`config.mk`:
```
export PLATFORM = sky130hd
export DESIGN_NAME = nibble_history
export DESIGN_NICKNAME = d
export VERILOG_FILES = /design/src/rtl/nibble_history.sv
export SDC_FILE = /design/constraint.sdc
export NUM_CORES = 1
export LEC_CHECK = 0
export BUFFER_PORTS_ARGS = -buffer_cell sky130_fd_sc_hd__buf_2
export CORE_UTILIZATION = 55
export DETAILED_ROUTE_END_ITERATION = 10
export PLACE_DENSITY = 0.76
export SLEW_MARGIN = 15
export SYNTH_ARGS = -nofsm -noshare
export SYNTH_HDL_FRONTEND = slang
export SYNTH_SLANG_ARGS = --single-unit
```
`constraint.sdc`:
```
create_clock -name i_clk -period 2.07 [get_ports i_clk]
set_input_delay 0.414 -clock i_clk [delete_from_list [all_inputs] [get_ports i_clk]]
set_output_delay 0.414 -clock i_clk [all_outputs]
set_load 0.05 [all_outputs]
```
`src/rtl/nibble_history.sv`:
```
// nibble_history: four-deep history of nibbles written from an i4001 I/O port,
// with a saturating 16-bit write counter and a freezable 4-digit display.
module nibble_history (
   input  logic       i_clk,
   input  logic       i_in_clr,
   input  logic [3:0] i_data_in,
   input  logic       i_wr,
   input  logic       i_mode,
   input  logic       i_freeze,
   output logic [3:0] o_d1,
   output logic [3:0] o_d2,
   output logic [3:0] o_d3,
   output logic [3:0] o_d4,
   output logic       o_new,
   output logic       o_ovf
);

   localparam int unsigned NIB_W = 4;
   localparam int unsigned CNT_W = 16;
   localparam int unsigned DSP_W = 4 * NIB_W;
   localparam logic [CNT_W-1:0] CNT_MAX = {CNT_W{1'b1}};

   logic             r_wr_q;
   logic [NIB_W-1:0] r_h1, r_h2, r_h3, r_h4;
   logic [CNT_W-1:0] r_cnt;
   logic [DSP_W-1:0] r_disp;
   logic             r_new;
   logic             r_ovf;

   logic             w_accept;
   logic             w_cnt_sat;
   logic [DSP_W-1:0] w_disp_src;

   // A write is the rising edge of the strobe; long strobes count once.
   assign w_accept  = i_wr & ~r_wr_q;
   assign w_cnt_sat = (r_cnt == CNT_MAX);

   // Select display source from pre-edge history or counter.
   always_comb begin
      w_disp_src = {r_h4, r_h3, r_h2, r_h1};
      if (i_mode) begin
         w_disp_src = DSP_W'(r_cnt);
      end
   end

   // Strobe delay; resets high so a strobe held through reset is ignored.
   always_ff @(posedge i_clk) begin
      if (!i_in_clr) begin
         r_wr_q <= 1'b1;
      end else begin
         r_wr_q <= i_wr;
      end
   end

   // History shift register, newest nibble in H1.
   always_ff @(posedge i_clk) begin
      if (!i_in_clr) begin
         r_h1 <= '0;
         r_h2 <= '0;
         r_h3 <= '0;
         r_h4 <= '0;
      end else if (w_accept) begin
         r_h4 <= r_h3;
         r_h3 <= r_h2;
         r_h2 <= r_h1;
         r_h1 <= i_data_in;
      end
   end

   // Saturating write counter with sticky overflow flag.
   always_ff @(posedge i_clk) begin
      if (!i_in_clr) begin
         r_cnt <= '0;
         r_ovf <= 1'b0;
      end else if (w_accept) begin
         if (w_cnt_sat) begin
            r_ovf <= 1'b1;
         end else begin
            r_cnt <= r_cnt + CNT_W'(1);
         end
      end
   end

   // Display registers; hold while frozen.
   always_ff @(posedge i_clk) begin
      if (!i_in_clr) begin
         r_disp <= '0;
      end else if (!i_freeze) begin
         r_disp <= w_disp_src;
      end
   end

   // One-cycle pulse per accepted write.
   always_ff @(posedge i_clk) begin
      if (!i_in_clr) begin
         r_new <= 1'b0;
      end else begin
         r_new <= w_accept;
      end
   end

   assign o_d1  = r_disp[3:0];
   assign o_d2  = r_disp[7:4];
   assign o_d3  = r_disp[11:8];
   assign o_d4  = r_disp[15:12];
   assign o_new = r_new;
   assign o_ovf = r_ovf;

endmodule
```
==> flow_summary.yaml <==
setup_path:
  cp_data_required_time_ps: 2310
  arrival_ps: 2040
  timing.critical_path.buf_inv: 0
  end_kind: "register"
  path_class: "reg2reg"
  crit_chain: "ha_1 -> and3b_1 -> o2111ai_4 -> or4_1 -> a21oi_1"
  critical_path.top_delay_family: "simple AND/OR/NAND/NOR gates"
  crit_fanout: 6
  critPathMaxStageDelay_ps: 490
  cp-start-kind: "register"
  cpMaxStageDelayCell: "or4_1"
cts:
  clk_latency_ps: 310
  postCtsSetupBuffers: 0
  cts_resized: 0
  clk_pin_slew_worst_paths_ps: 100
  htree_levels: 2
  cts_hold_buffers: 0
  cts_root_buf: "clkbuf_8"
  cts.path.max_buffers: 2
  cts.sinks: 51
  cts_tree: "done"
  numCtsBuffers: 5
yosys:
  synth.top_cells.by_area: "dfxtp_1, a21oi_1, mux2i_1"
  yosysTopAreaCell: "dfxtp_1"
  synth-compound-area-share: 0.1623
  synth_simple_gate_area_share: 0.2569
  synth_ff_type: "dfxtp_1"
  yosysWarnings: 0
  synthXorXnorAreaFrac: 0.003917
  synth_mux_area_frac: 0.08058
  ys_seq_elements: 51
  synth_top_family_by_area: "simple AND/OR/NAND/NOR gates"
  synth_edf_count: 0
  syn_inst: 260
  synth_top_area_frac: 0.4566
  synth_area_per_cell_um2: 8.600
  ys_async_sr_fraction: 0
  synth_fa_ha_area_frac: 0.005596
  seq_area_frac_synth: 0.4566
  synthesis.nets: 270
  netlist_area_um2: 2236
  synth_cell_type_count: 40
routing:
  final_antenna_net_count: 0
  drt_iter0_drc: 102
  wl_per_cell_um: 13.09
  num_vias: 1833
  drt-total-wl_um: 4308
  vias_per_cell: 5.571
  drc_errors: 0
  drt-pass1-iter-count: 4
placed_design:
  dp.cells: 321
  hpwl_um: 2910
  port_buffers: 26
  gp_congestion: 0.7636
pwr:
  leakagePower_nw: 0.9452
  irDropWorstVdd_mv: 0.4021
  power.density_nw_per_um2: 671.3
  switching_share: 0.2402
  p_int_mw: 1.254
  power_frac_comb: 0.048
  pwr-share-seq: 0.601
  clockPowerShare: 0.351
  total_power_mw: 1.651
  switching_power_mw: 0.3964
min_path:
  hp-class: "in2reg"
die:
  ios: 27
  dieHeight_um: 65.76
  dieArea_um2: 4324
  start_util: 0.5929
  dieWidth_um: 65.76
  design.core.area_um2: 3771
  core.rowCount: 22
global_routing:
  grt_use_total: 0.2231
  antenna_found_initial: 0
  grt_pass1_wl_um: 7445
  overflow: 0
  grt_max_degree: 48
  grt_pass1_vias: 1625
sta:
  tns_ps: 0
  hold_viol: 0
  skew_ps: 6.847
  fmax_ghz: 0.5547
  setup_viol: 0
  slew_violations: 0
  slew_headroom: 0.5887
  worst_pin_slew_ps: 616.9
  rsz0062_at_grt: "no"
  period_needed_ps: 1803
  finalCritPeriodShare: 0.8709
status:
  status: "finished clean"
layout:
  syn2layout_area_growth_pct: 9.961
  seq_area_um2: 1021
  drive_gt1_frac: 0.1673
  nets: 290
  final_common_cell: "dfxtp_1"
  fillers: 321
  instances_no_fill: 329
  diodes: 0
  multi_input_area_um2: 1139
  final_cell_mix: "dfxtp_1, a21oi_1, nand2_1"
flow_run:
  drv_cap: 0
## worst reg2reg max path, stage by stage, from the launching register on
cell,delay (ps)
dfxtp_1,400
ha_1,190
and3b_1,330
o2111ai_4,190
or4_1,490
a21oi_1,140
## flip-flops by register name (all words and copies together), names as in the netlist
name and flops:
r_h2 4, o_ovf 1, r_wr_q 1, r_h1 4, r_h4 4, r_h3 4, o_new 1, r_disp 16
r_cnt 16
## path summary, 6_finish.rpt
kind / start / endpoint / slack [ps] / cells after the start
max reg2reg: r_cnt[0] / r_cnt[14] / 270 / 5
min: i_data_in[3] / r_h1[3] / 330 / 3
min reg2reg: r_h4[0] / r_h4[0] / 460 / 2
max: r_cnt[0] / r_cnt[14] / 270 / 5
## cells in the mapped netlist, types with 2 or more instances
| master | n |
|---|---|
| a21oi_1 | 44 |
| and3_4 | 2 |
| buf_2 | 2 |
| clkbuf_1 | 10 |
| dfxtp_1 | 51 |
| mux2i_1 | 18 |
| nand2_1 | 40 |
| nand2b_1 | 4 |
| nand3_1 | 7 |
| nand4_1 | 2 |
| nor2_1 | 34 |
| nor3_1 | 2 |
| nor4_1 | 2 |
| o21ai_0 | 7 |
| o31ai_1 | 4 |
| or2_2 | 2 |
| or3_1 | 3 |
| or3_2 | 2 |
| or4_1 | 3 |
## per-stage QoR
step / hold WS [ps] / worst slack, ps / utilization / instance area (µm²)
finish: 332.4 / 267.3 / 0.6520 / 2459
global route: 322.3 / 111.2 / 0.6520 / 2459
CTS: 325.8 / 270.4 / 0.6520 / 2459
detailed placement: 449.5 / 291.6 / 0.6281 / 2369
global placement: 441.7 / 355.2 / 0.6281 / 2369
floorplan: 432.9 / 451.7 / - / 2236
## layout make-up
class	count	area share
tap	48	0.02443
sequential	51	0.4153
multi-input combinational	193	0.4631
clock buffer	6	0.02952
clock inverter	2	0.007125
inverter	1	0.001527
timing repair buffer	28	0.05903
## per-layer routing
| layer | global-route usage | vias to the layer above | wire length [µm] |
|---|---|---|---|
| li1 | - | 943 | - |
| met1 | 0.2925 | 844 | 2010 |
| met2 | 0.3508 | 37 | 2055 |
| met3 | 0.05208 | 9 | 163 |
| met4 | 0.08696 | 0 | 78 |
| met5 | 0 | - | 0 |
## power groups by stage
stage	combinational (mW)	clock [mW]	sequential, mW
2_1_floorplan	0.0538	0	1.02
3_3_place_gp	0.0783	0	1.02
3_5_place_dp	0.0785	0	1.02
4_1_cts	0.0786	0.592	0.993
5_1_grt	0.0861	0.643	0.994
6_report	0.0788	0.579	0.993
## cells by family after synthesis
family,Yosys count
AO/OA/AOI/OAI,60
XOR/XNOR,1
adder cells (fa/ha/maj),1
buffers and inverters,16
flip-flops,51
multiplexers,18
AND/OR/NAND/NOR,113
(Power assumes the default switching activity.)
